[config.mk]
export PLATFORM = sky130hd
export DESIGN_NAME = membus_arbiter
export DESIGN_NICKNAME = d
export VERILOG_FILES = /design/src/rtl/membus_arbiter.sv
export SDC_FILE = /design/constraint.sdc
export NUM_CORES = 1
export LEC_CHECK = 0
export CORE_MARGIN = 5
export CORE_UTILIZATION = 30
export CTS_BUF_LIST = sky130_fd_sc_hd__clkbuf_8
export DETAILED_ROUTE_END_ITERATION = 6
export PLACE_DENSITY_LB_ADDON = 0.08
export SLEW_MARGIN = 15
export SYNTH_ARGS = -nofsm -noshare
export SYNTH_HDL_FRONTEND = slang
export SYNTH_SLANG_ARGS = --single-unit
[constraint.sdc]
create_clock -name clock -period 3.7 [get_ports clock]
set_clock_uncertainty 0.1 [all_clocks]
set_input_delay 1.11 -clock clock [delete_from_list [all_inputs] [get_ports clock]]
set_output_delay 1.11 -clock clock [all_outputs]
set_load 0.01 [all_outputs]
[src/rtl/membus_arbiter.sv]
// membus_arbiter: shares the single memory0 port between cpu0 (port 0) and the
// loader/DMA engine (port 1). One access at a time, round-robin on contention,
// each access sequenced IDLE -> ACCESS -> DONE. The console address is decoded
// so console writes never reach memory; out-of-range addresses return an error.
//
// Ports:
//   clock, reset            system clock, synchronous active-high reset
//   req/rw/size/addr/wdataN requester N access (held until doneN)
//   doneN, errN             one-cycle completion pulse, error flag (valid with done)
//   rdata                   shared read data, valid with done
//   m_en/m_rw/m_size/m_addr/m_wdata, m_rdata   memory0 port
//   io_we/io_size/io_data   console write strobe and payload
// All outputs are registered.
module membus_arbiter #(
  parameter int unsigned MEMSIZE = 'h80000,
  parameter int unsigned IOADDR  = 'h80000
) (
  input  logic        clock,
  input  logic        reset,
  input  logic        req0,
  input  logic        req1,
  input  logic        rw0,
  input  logic        rw1,
  input  logic [1:0]  size0,
  input  logic [1:0]  size1,
  input  logic [31:0] addr0,
  input  logic [31:0] addr1,
  input  logic [31:0] wdata0,
  input  logic [31:0] wdata1,
  output logic        done0,
  output logic        done1,
  output logic        err0,
  output logic        err1,
  output logic [31:0] rdata,
  output logic        m_en,
  output logic        m_rw,
  output logic [1:0]  m_size,
  output logic [31:0] m_addr,
  output logic [31:0] m_wdata,
  input  logic [31:0] m_rdata,
  output logic        io_we,
  output logic [1:0]  io_size,
  output logic [31:0] io_data
);

  typedef enum logic [1:0] {StIdle, StAccess, StDone} state_e;
  typedef enum logic [1:0] {ClsMem, ClsIo, ClsBad} cls_e;

  state_e      state_q, state_d;
  cls_e        cls_q, cls_d;
  logic        owner_q, owner_d;
  logic        last_q, last_d;
  logic        rw_q, rw_d;
  logic        done0_q, done0_d, done1_q, done1_d;
  logic        err0_q, err0_d, err1_q, err1_d;
  logic [31:0] rdata_q, rdata_d;
  logic        m_en_q, m_en_d, m_rw_q, m_rw_d;
  logic [1:0]  m_size_q, m_size_d;
  logic [31:0] m_addr_q, m_addr_d, m_wdata_q, m_wdata_d;
  logic        io_we_q, io_we_d;
  logic [1:0]  io_size_q, io_size_d;
  logic [31:0] io_data_q, io_data_d;

  // Grant selection: a lone request wins; on a tie the port that did not go last wins.
  logic        grant_port;
  logic        sel_rw;
  logic [1:0]  sel_size;
  logic [31:0] sel_addr, sel_wdata;
  cls_e        sel_cls;

  function automatic cls_e classify(input logic [31:0] a);
    if (a <= MEMSIZE - 32'd4) return ClsMem;
    else if (a == IOADDR)     return ClsIo;
    else                      return ClsBad;
  endfunction

  always_comb begin
    grant_port = (req0 && req1) ? ~last_q : req1;
    sel_rw     = grant_port ? rw1    : rw0;
    sel_size   = grant_port ? size1  : size0;
    sel_addr   = grant_port ? addr1  : addr0;
    sel_wdata  = grant_port ? wdata1 : wdata0;
    sel_cls    = classify(sel_addr);
  end

  always_comb begin
    state_d   = state_q;
    cls_d     = cls_q;
    owner_d   = owner_q;
    last_d    = last_q;
    rw_d      = rw_q;
    done0_d   = 1'b0;
    done1_d   = 1'b0;
    err0_d    = 1'b0;
    err1_d    = 1'b0;
    rdata_d   = rdata_q;
    m_en_d    = 1'b0;
    m_rw_d    = m_rw_q;
    m_size_d  = m_size_q;
    m_addr_d  = m_addr_q;
    m_wdata_d = m_wdata_q;
    io_we_d   = 1'b0;
    io_size_d = io_size_q;
    io_data_d = io_data_q;

    case (state_q)
      StIdle: begin
        if (req0 || req1) begin
          owner_d = grant_port;
          last_d  = grant_port;
          rw_d    = sel_rw;
          cls_d   = sel_cls;
          state_d = StAccess;
          // Memory/console outputs are loaded here so they are live, registered,
          // during the ACCESS cycle. The memory fields only move for real accesses.
          if (sel_cls == ClsMem) begin
            m_en_d    = 1'b1;
            m_rw_d    = sel_rw;
            m_size_d  = sel_size;
            m_addr_d  = sel_addr;
            m_wdata_d = sel_wdata;
          end
          if (sel_cls == ClsIo && !sel_rw) begin
            io_we_d   = 1'b1;
            io_size_d = sel_size;
            io_data_d = sel_wdata;
          end
        end
      end
      StAccess: begin
        state_d = StDone;
        case (cls_q)
          ClsMem:  if (rw_q) rdata_d = m_rdata;
          ClsIo:   if (rw_q) rdata_d = '0;
          default: rdata_d = '0;
        endcase
        done0_d = ~owner_q;
        done1_d = owner_q;
        err0_d  = ~owner_q && (cls_q == ClsBad);
        err1_d  = owner_q && (cls_q == ClsBad);
      end
      StDone: begin
        state_d = StIdle;
      end
      default: begin
        state_d = StIdle;
      end
    endcase
  end

  always_ff @(posedge clock) begin
    if (reset) begin
      state_q   <= StIdle;
      cls_q     <= ClsMem;
      owner_q   <= 1'b0;
      last_q    <= 1'b1;  // port 0 wins the first tie
      rw_q      <= 1'b0;
      done0_q   <= 1'b0;
      done1_q   <= 1'b0;
      err0_q    <= 1'b0;
      err1_q    <= 1'b0;
      rdata_q   <= '0;
      m_en_q    <= 1'b0;
      m_rw_q    <= 1'b0;
      m_size_q  <= '0;
      m_addr_q  <= '0;
      m_wdata_q <= '0;
      io_we_q   <= 1'b0;
      io_size_q <= '0;
      io_data_q <= '0;
    end else begin
      state_q   <= state_d;
      cls_q     <= cls_d;
      owner_q   <= owner_d;
      last_q    <= last_d;
      rw_q      <= rw_d;
      done0_q   <= done0_d;
      done1_q   <= done1_d;
      err0_q    <= err0_d;
      err1_q    <= err1_d;
      rdata_q   <= rdata_d;
      m_en_q    <= m_en_d;
      m_rw_q    <= m_rw_d;
      m_size_q  <= m_size_d;
      m_addr_q  <= m_addr_d;
      m_wdata_q <= m_wdata_d;
      io_we_q   <= io_we_d;
      io_size_q <= io_size_d;
      io_data_q <= io_data_d;
    end
  end

  assign done0   = done0_q;
  assign done1   = done1_q;
  assign err0    = err0_q;
  assign err1    = err1_q;
  assign rdata   = rdata_q;
  assign m_en    = m_en_q;
  assign m_rw    = m_rw_q;
  assign m_size  = m_size_q;
  assign m_addr  = m_addr_q;
  assign m_wdata = m_wdata_q;
  assign io_we   = io_we_q;
  assign io_size = io_size_q;
  assign io_data = io_data_q;

endmodule
==> results of run 1 <==
==> registers in the layout (all words and copies together) (netlist names), 2 cells and up <==
register  count
m_addr       32
m_wdata      32
io_size       2
cls_q         2
m_size        2
state_q       2
io_data      32
rdata        32
==> cell usage in the layout (no fill, tap or decap), drive strengths merged, types with 3 or more instances in the layout <==
cell type	count
clkdlybuf4s50	307
dfxtp	146
nand2	108
mux2i	86
nand2b	70
a21oi	38
a21o	34
nand3	34
inv	23
buf	22
clkbuf	19
a221oi	17
and3b	15
nor2	14
nor4	13
nand4	5
nor3	4
bufinv	4
and3	3
o211ai	3
and4	3
nor2b	3
mux2	3
or4	3
==> stage by stage <==
stage / worst slack, ns / std cells
after floorplan: 0.817 / 687
after global placement: 0.105 / 1233
after detailed placement: 0.111 / 1233
after CTS: 0.587 / 1265
after global routing: 0.497 / 1266
final: 0.577 / 1266
==> worst paths after layout <==
path | from | to | slack (ns) | cells past startpoint
max reg2reg | last_q$_SDFFE_PP1P_ | m_addr[1]$_SDFFE_PP0P_ | 1.37 | 6
min reg2reg | rdata[17]$_SDFFE_PP0P_ | rdata[17]$_SDFFE_PP0P_ | 0.35 | 2
min | rdata[17]$_SDFFE_PP0P_ | rdata[17]$_SDFFE_PP0P_ | 0.35 | 2
max | addr0[20] | m_addr[1]$_SDFFE_PP0P_ | 0.58 | 6
==> power groups by stage <==
stage | Combinational [µW] | Sequential [µW] | Clock, µW
2_1_floorplan | 185 | 1640 | 0
3_5_place_dp | 481 | 1640 | 0
4_1_cts | 485 | 1600 | 1500
5_1_grt | 517 | 1600 | 1560
3_3_place_gp | 485 | 1640 | 0
6_report | 478 | 1600 | 1440
==> routing by layer <==
| metal | share of wire [%] | global-route usage [%] | routed length, µm |
|---|---|---|---|
| met5 | 0 | 0 | 0 |
| met4 | 2.2 | 5.63 | 473 |
| met3 | 10 | 7.71 | 2200 |
| met2 | 46 | 28.3 | 10000 |
| met1 | 42 | 20.1 | 9060 |
==> worst reg2reg max path: cells and delay by family (launching register included) <==
kind,cells,cell delay (ns)
buf+inv,2,0.49
flops,1,0.42
compound gates,2,0.46
mux,2,0.74
==> Yosys cell counts <==
library cell,number
a211o_1,1
a21bo_2,1
a21boi_0,1
a21o_1,34
a21oi_1,38
a221oi_1,17
a32oi_1,1
a41oi_1,1
and2_1,2
and3_1,3
and3b_1,15
and4_1,3
and4b_1,1
buf_1,5
buf_2,10
buf_6,1
clkbuf_1,37
dfxtp_1,146
inv_1,18
mux2_1,3
mux2i_1,86
nand2_1,108
nand2b_1,70
nand3_1,34
nand4_1,5
nor2_1,14
nor2b_1,3
nor3_1,4
nor4_1,12
nor4_4,1
o211ai_1,3
o21a_1,1
o21ai_0,1
o21ai_1,1
o221ai_2,1
o22ai_1,1
or2_2,1
or4_1,2
or4_4,1
==> layout make-up <==
| cell class | instances | share of cell area (%) |
|---|---|---|
| clock inverters | 13 | 1.95 |
| flip-flops and latches | 146 | 28.8 |
| clock buffers | 19 | 2.57 |
| diodes | 1 | 0.0246 |
| inverters | 18 | 0.665 |
| multi-input cells | 470 | 30.4 |
| repair buffers | 329 | 32.4 |
| well taps | 270 | 3.32 |
==> kinds of logic (layout without fill, tap and decap cells) <==
family          after synthesis  after routing
simple gates                279            279
flops                       146            146
compound gates              102            102
mux                          89             89
buf+inv                      71            379
other cells                   0              1
==> flow_summary_export.csv, run 1 <==
group,metric,value,unit
routing,firstDrtPassIters,4,
floorplanning,row_count,52,
power_and_ir_drop,p_seq_share,45.5,%
floorplanning,die_x,155,µm
routing,route.detailed.drc,0,
clocking,insertion_delay,0.44,ns
logic_synthesis,yosys-top-cells-area,"dfxtp_1 (47%), mux2i_1 (14%), nand2b_1 (7.0%)",
global_route,grt_pass1_vias,5778,
place,hpwl,16.2,mm
logic_synthesis,syn_area,0.00627,mm²
hold_path,hp-class,"flop to flop",
clocking,cts_buffer_depth,2,
worst_setup_path,cp_max_fo,33,
layout,nNetsFinal,1152,
routing,dr.first_iter.drc_count,238,
timing,timing.fmax,0.320,GHz
place,gp_congestion,0.854,
floorplanning,die-area,0.0239,mm²
timing,max-slew-margin-rel,53.3,%
layout,syn_to_final_growth,62.2,%
clocking,cts.clk_slew.worst_paths,0.09,ns
logic_synthesis,synthCells,687,
global_route,antenna_found_initial,1,
timing,worst_pin_slew,0.701,ns
timing,slew_viol_final,0,
logic_synthesis,synth-simple-area-share,23.4,%
power_and_ir_drop,swShare,24.8,%
timing,finalSetupTns,0,ns
logic_synthesis,synth_top_area_share,46.6,%
power_and_ir_drop,p_leak,0.00424,µW
worst_setup_path,path_buf_inv,2,
worst_setup_path,cp.arrival,3.34,ns
layout,fin_util,49.7,%
logic_synthesis,synthMuxAreaShare,14.3,%
logic_synthesis,synth_top_area_cell,"dfxtp_1",
logic_synthesis,synth.distinct_cells,39,
global_route,grt_pass1_wl,32.7,mm
timing,rsz0062_at_grt,"false",
worst_setup_path,slowest_delay,0.58,ns
place,port_buffers,308,
power_and_ir_drop,power_frac_comb,13.6,%
logic_synthesis,yosysWarnings,0,
power_and_ir_drop,p_switching,873,µW
layout,drive_above_1_share,6.23,%
routing,ant_nets,0,
routing,wl,21.7,mm
worst_setup_path,setup.worst_path.class,"primary input to flop",
global_route,grt_max_degree,71,
global_route,grt_use_total,17.2,%
worst_setup_path,crit_chain,"clkdlybuf4s50_1 -> or4_4 -> nor4_4 -> o221ai_4 -> buf_12 -> mux2_1",
power_and_ir_drop,p_total,3520,µW
worst_setup_path,worstPathRequired,3.92,ns
layout,design_area,0.0102,mm²
power_and_ir_drop,vdd_drop_max,0.236,mV
run_status,status,"completed",
clocking,postCtsHoldBufs,0,
clocking,ctsResizeCount,0,
clocking,cts-htree-levels,4,
floorplanning,ios,309,
timing,whs,0.351,ns
layout,multi_input_area,0.00309,mm²
logic_synthesis,synth_top_family_by_area,"simple AND/OR/NAND/NOR gates",
power_and_ir_drop,p_per_area,347,mW/mm²
clocking,post-cts-setup-buffers,0,
logic_synthesis,synth_nets,857,
routing,vias_per_cell,4.67,
floorplanning,core-area,0.0204,mm²
timing,post-route-period-util,84.4,%
routing,vias,5910,
layout,num-fill-cells,1977,
logic_synthesis,synth_xor_area_share,0,%
place,place_area,0.00970,mm²
logic_synthesis,synthAdderAreaFrac,0,%
clocking,cts_buffers,17,
timing,finalCriticalPeriod,3.12,ns
power_and_ir_drop,p_int,2650,µW
worst_setup_path,crit_path_end_kind,"flop",
power_and_ir_drop,clkPwrFrac,41.0,%
floorplanning,die_y,155,µm
worst_setup_path,cpLargestDelayFamily,"simple AND/OR/NAND/NOR gates",
logic_synthesis,yosysSeqAreaShare,46.6,%
timing,final-setup-viol-count,0,
worst_setup_path,crit_path_start_kind,"primary input",
layout,regArea,0.00292,mm²
floorplanning,start_util,30.7,%
clocking,cts_tree,"built",
worst_setup_path,crit_path_top_delay_cell,"or4_4",
logic_synthesis,synth_compound_area_share,11.2,%
timing,hold_viol,0,
logic_synthesis,avgSynthCellArea,9.12,µm²
routing,wl_per_cell,17.2,µm
global_route,grt-ovfl-total,0,
flow_run,maxCapViolCount,0,
logic_synthesis,ys_ff_latch,146,
clocking,root_buffer,"clkbuf_8",
clocking,numClockSinks,146,
Note: power is estimated with default switching activity, not from simulation.
==> run 2, diff against run 1 <==
clock period = 2.6 ns   (was 3.7 ns; I/O delays follow)
==> run 2 against run 1 <==
The flow now finishes with violations (negative setup slack). Sequential power rose by 42%. Highest routed layer unchanged. Critical path type unchanged. Via count grew 2.3%. Count of clock-buffer cells in the layout down 1. Critical endpoint is now m_addr[5]$_SDFFE_PP0P_. Largest power group unchanged. Core utilization is 2.2 points higher.
==> flow_summary_export.csv, run 2 (synthesis results as in run 1) <==
group,metric,value,unit
floorplanning,start_util,30.7,%
worst_setup_path,path_buf_inv,2,
worst_setup_path,crit_path_top_delay_cell,"or4_4",
hold_path,min-delay-start,"rdata[21]$_SDFFE_PP0P_",
hold_path,hp-class,"flop to flop",
run_status,status,"complete, but fails checks",
floorplanning,die_y,155,µm
routing,route.detailed.drc,0,
layout,layout_commonest_cell,"clkdlybuf4s50_1",
worst_setup_path,worstPathRequired,2.84,ns
global_route,grt-ovfl-total,0,
floorplanning,die_x,155,µm
run_status,failed_checks,"negative setup slack",
routing,dr.first_iter.drc_count,227,
worst_setup_path,timing.rr.start,"last_q$_SDFFE_PP1P_",
clocking,insertion_delay,0.43,ns
floorplanning,core-area,0.0204,mm²
timing,rsz0062_at_grt,"true",
layout,drive_above_1_share,11.3,%
worst_setup_path,crit_path_end_kind,"flop",
worst_setup_path,slowest_delay,0.55,ns
hold_path,holdPathStages,2,
floorplanning,ios,309,
timing,post-route-period-util,101,%
timing,finalCriticalPeriod,2.64,ns
worst_setup_path,cp_max_fo,14,
power_and_ir_drop,p_total,4680,µW
worst_setup_path,setup.worst_path.class,"primary input to flop",
place,hpwl,16.4,mm
timing,finalSetupTns,-0.0708,ns
place,port_buffers,308,
power_and_ir_drop,p_per_area,441,mW/mm²
global_route,grt_pass1_wl,33.7,mm
timing,hold_viol,0,
routing,wl_per_cell,17.3,µm
layout,num-fill-cells,1921,
clocking,cts_buffers,17,
timing,worst_pin_slew,0.648,ns
clocking,cts_tree,"built",
global_route,grt_pass1_vias,5996,
worst_setup_path,crit_path_start_kind,"primary input",
floorplanning,die-area,0.0239,mm²
clocking,cts-htree-levels,4,
worst_setup_path,reg2reg_to,"m_addr[5]$_SDFFE_PP0P_",
routing,wl,22.6,mm
timing,slew_viol_final,0,
routing,ant_nets,0,
worst_setup_path,crit_chain,"clkdlybuf4s50_1 -> or4_4 -> nor2_4 -> and3_4 -> o221ai_4 -> bufbuf_16 -> a221oi_1",
timing,timing.fmax,0.379,GHz
clocking,numClockSinks,146,
clocking,cts_buffer_depth,2,
routing,vias_per_cell,4.62,
layout,final_cell_mix,"clkdlybuf4s50_1 (304), dfxtp_1 (146), nand2_1 (108), mux2i_1 (86), nand2b_1 (70)",
timing,max-slew-margin-rel,56.8,%
layout,syn_to_final_growth,69.4,%
place,gp_congestion,0.863,
timing,setup_ws,-0.0360,ns
worst_setup_path,cpLargestDelayFamily,"simple AND/OR/NAND/NOR gates",
timing,whs,0.352,ns
power_and_ir_drop,vdd_drop_max,0.255,mV
clocking,cts.clk_slew.worst_paths,0.08,ns
routing,firstDrtPassIters,4,
layout,antenna_cells,0,
place,dp.cells,1268,
power_and_ir_drop,p_leak,0.00451,µW
layout,fin_cells,1308,
global_route,grt_use_total,17.8,%
global_route,antenna_found_initial,0,
clocking,root_buffer,"clkbuf_8",
routing,vias,6045,
worst_setup_path,reg2regPathDepth,7,
hold_path,worst_hold_path.endpoint,"rdata[21]$_SDFFE_PP0P_",
floorplanning,row_count,52,
timing,final-setup-viol-count,3,
worst_setup_path,r2r_slack,0.39,ns
global_route,grt_max_degree,48,
worst_setup_path,cp.arrival,2.88,ns
flow_run,maxCapViolCount,0,
layout,nNetsFinal,1196,
==> run 2: changes by cell type in the layout (fill, tap and decap cells not counted), moves of 3 or more <==
cell             previous run  this run
a221oi_1                   17        12
buf_6                       0         3
buf_12                      4         7
clkdlybuf4s50_1           307       304
a221oi_2                    0         5
bufinv_16                   4         1
buf_4                      18        51
==> run 2: area by class of cell <==
type | instances | area, µm² | area share (%)
clock buffers | 18 | 248 | 2.33
clock inverters | 13 | 111 | 1.05
inverters | 18 | 67.6 | 0.636
multi-input cells | 470 | 3180 | 30.0
flip-flops and latches | 146 | 2920 | 27.5
well taps | 270 | 338 | 3.18
repair buffers | 373 | 3750 | 35.3
==> run 2: timing repair <==
action | 4_1_cts | 5_1_grt
resized for setup | 7 | 20
cloned | 1 | 4
endpoints found under the setup margin | 79 | 90
hold buffers | 0 | 0
pin swaps | 1 | 3
setup buffers | 3 | 1
==> run 2: worst max path at each step <==
stage,slack (ns),from,cells after the start,endpoint
2_1_floorplan,0.05,addr0[20],5,m_addr[0]$_SDFFE_PP0P_
3_3_place_gp,-0.58,addr0[20],7,io_data[3]$_SDFFE_PP0P_
3_5_place_dp,-0.57,addr0[20],7,io_data[28]$_SDFFE_PP0P_
4_1_cts,-0.01,addr1[21],7,m_addr[3]$_SDFFE_PP0P_
5_1_grt,-0.08,addr1[21],7,m_addr[2]$_SDFFE_PP0P_
6_report,-0.04,addr1[21],7,m_addr[5]$_SDFFE_PP0P_
==> run 2: worst register-to-register path, stage by stage (launching register included) <==
cell	delay, ns
dfxtp_1	0.44
a21bo_4	0.22
buf_8	0.18
mux2i_1	0.25
buf_4	0.16
o221ai_4	0.14
bufbuf_16	0.34
a221oi_1	0.29
==> run 2: stage by stage <==
stage | worst slack (ns) | cell area (µm²) | utilization (%)
final | -0.0360 | 10600 | 52.0
after global routing | -0.0773 | 10600 | 52.0
after CTS | -0.0105 | 10500 | 51.2
after detailed placement | -0.574 | 10000 | 49.0
after global placement | -0.582 | 10000 | 49.0
after floorplan | 0.0468 | 6270 | -
==> run 2: metal layers <==
layer / global-route usage [%] / part of all wire [%] / vias to the layer above
li1: - / - / 3042
met1: 21.9 / 43 / 2769
met2: 29.0 / 47 / 213
met3: 6.26 / 8.2 / 21
met4: 6.01 / 1.9 / 0
met5: 0 / 0 / -
==> run 2: where the power goes <==
group          switching (µW)  leakage [µW]  total, µW  internal (µW)
sequential               16.4       0.00118       2280           2260
clock                     888      0.000188       1660            777
combinational             312       0.00314        737            425
==> run 3, diff against run 2 <==
CORE_MARGIN = default   (was 5)
==> run 3 against run 2 <==
Register-to-register slack improved by 0.03 ns. The run now ends clean. First-iteration DRC count shrank 32%. Core utilization is essentially flat. Worst hold slack better by 0.0022 ns. Setup slack improved by 0.060 ns. Routed wire length fell by 8.2%. Flip-flop and latch count unchanged.
==> flow_summary_export.csv, run 3 (synthesis results as in run 1) <==
group,metric,value,unit
floorplanning,die_x,147,µm
clocking,cts_tree,"built",
place,gp_congestion,0.805,
routing,wl,20.8,mm
worst_setup_path,crit_path_top_delay_cell,"or4_4",
global_route,grt_pass1_wl,31.9,mm
layout,design_area,0.0106,mm²
place,port_buffers,308,
power_and_ir_drop,p_seq_share,46.7,%
place,place_area,0.00998,mm²
run_status,status,"completed",
worst_setup_path,cp.arrival,2.80,ns
timing,worst_pin_slew,0.648,ns
worst_setup_path,crit_path_end_kind,"flop",
worst_setup_path,cp_max_fo,8,
power_and_ir_drop,p_int,3610,µW
floorplanning,ios,309,
layout,layout_commonest_cell,"clkdlybuf4s50_1",
timing,slew_viol_final,0,
layout,drive_above_1_share,11.1,%
power_and_ir_drop,swShare,25.9,%
worst_setup_path,worstPathRequired,2.83,ns
timing,finalCriticalPeriod,2.58,ns
global_route,grt_use_total,18.9,%
layout,num-fill-cells,1905,
hold_path,worst_hold_path.endpoint,"rdata[23]$_SDFFE_PP0P_",
global_route,grt-ovfl-total,0,
timing,final-setup-viol-count,0,
power_and_ir_drop,p_switching,1260,µW
floorplanning,die-area,0.0215,mm²
clocking,cts.clk_slew.worst_paths,0.09,ns
layout,syn_to_final_growth,68.9,%
worst_setup_path,r2r_slack,0.42,ns
floorplanning,start_util,30.8,%
layout,fin_cells,1307,
layout,fin_util,52.0,%
timing,finalSetupTns,0,ns
floorplanning,row_count,52,
global_route,antenna_found_initial,0,
clocking,cts_buffers,17,
layout,nNetsFinal,1193,
clocking,postCtsHoldBufs,0,
power_and_ir_drop,p_leak,0.00452,µW
hold_path,min-delay-start,"rdata[23]$_SDFFE_PP0P_",
place,hpwl,14.9,mm
flow_run,maxCapViolCount,0,
layout,regArea,0.00292,mm²
power_and_ir_drop,vdd_drop_max,0.259,mV
clocking,cts_buffer_depth,2,
worst_setup_path,timing.rr.start,"last_q$_SDFFE_PP1P_",
timing,post-route-period-util,99.1,%
timing,setup_ws,0.0237,ns
clocking,numClockSinks,146,
worst_setup_path,reg2regPathDepth,6,
floorplanning,core-area,0.0204,mm²
routing,firstDrtPassIters,4,
global_route,grt_pass1_vias,5822,
worst_setup_path,crit_path_start_kind,"primary input",
timing,hold_viol,0,
routing,ant_nets,0,
place,place_ws,-0.577,ns
routing,vias_per_cell,4.62,
hold_path,hp-class,"flop to flop",
routing,route.detailed.drc,0,
power_and_ir_drop,clkPwrFrac,38.1,%
worst_setup_path,slowest_delay,0.55,ns
layout,final_cell_mix,"clkdlybuf4s50_1 (300), dfxtp_1 (146), nand2_1 (108), mux2i_1 (86), nand2b_1 (70)",
clocking,cts-htree-levels,4,
routing,dr.first_iter.drc_count,155,
worst_setup_path,crit_chain,"clkdlybuf4s50_1 -> or4_4 -> nor2_4 -> and3_4 -> o221ai_4 -> buf_6 -> mux2_4",
timing,max-slew-margin-rel,56.8,%
routing,wl_per_cell,15.9,µm
clocking,insertion_delay,0.43,ns
floorplanning,die_y,147,µm
layout,multi_input_area,0.00317,mm²
timing,timing.fmax,0.388,GHz
worst_setup_path,setup.worst_path.class,"primary input to flop",
worst_setup_path,cpLargestDelayFamily,"simple AND/OR/NAND/NOR gates",
worst_setup_path,path_buf_inv,2,
power_and_ir_drop,p_per_area,461,mW/mm²
power_and_ir_drop,power_frac_comb,15.1,%
clocking,root_buffer,"clkbuf_8",
global_route,grt_max_degree,69,
hold_path,holdPathStages,2,
place,dp.cells,1270,
worst_setup_path,reg2reg_to,"m_addr[0]$_SDFFE_PP0P_",
routing,vias,6037,
run 3: timing repair:
item,CTS,global route
resized for setup,6,33
pin swaps,1,11
setup buffers,1,2
endpoints found under the setup margin,86,89
cloned,0,1
run 3: how the worst max path moves through the flow:
stage                               end  startpoint  cells past startpoint  slack [ns]
2_1_floorplan    m_addr[0]$_SDFFE_PP0P_   addr0[20]                      5        0.05
3_3_place_gp   io_data[31]$_SDFFE_PP0P_        req0                      9       -0.53
3_5_place_dp   m_wdata[18]$_SDFFE_PP0P_        req1                      7       -0.58
4_1_cts          m_addr[4]$_SDFFE_PP0P_   addr1[21]                      7      0.0003
5_1_grt          m_addr[0]$_SDFFE_PP0P_   addr1[26]                      7      -0.005
6_report         m_addr[0]$_SDFFE_PP0P_   addr1[26]                      7        0.02
run 3: worst register-to-register path: stages (launching register included):
cell      delay, ns
dfxtp_1        0.46
a21bo_4        0.22
buf_4          0.13
a41oi_1        0.19
o221ai_4       0.49
buf_6          0.19
mux2_4         0.29
run 3: metrics by stage:
step	hold WS (ns)	total power (µW)
final	0.354	4880
after floorplan	0.325	2600
after global routing	0.373	5080
after global placement	0.338	3060
after detailed placement	0.343	3060
after CTS	0.355	4950
run 3: final cells by class:
cell class / instances / area share, %
diodes: 1 / 0.0236
clock buffers: 19 / 2.47
clock inverters: 13 / 1.42
inverters: 18 / 0.638
multi-input cells: 470 / 30.0
flip-flops and latches: 146 / 27.6
well taps: 270 / 3.19
repair buffers: 370 / 34.7
run 3: per-layer routing:
layer  global-route usage [%]  vias to the layer above  share of wire, %
met3                     6.00                       16               7.8
met1                     24.0                     2770                46
met2                     30.8                      218                46
li1                         -                     3033                 -
met4                     5.21                        0              0.94
met5                        0                        -                 0
run 3: power by group through the flow:
stage	registers [µW]	logic, µW	clock network, µW
after floorplan	2340	264	0
after global placement	2330	729	0
after detailed placement	2330	724	0
after CTS	2280	732	1940
after global routing	2280	795	2010
final	2280	737	1860
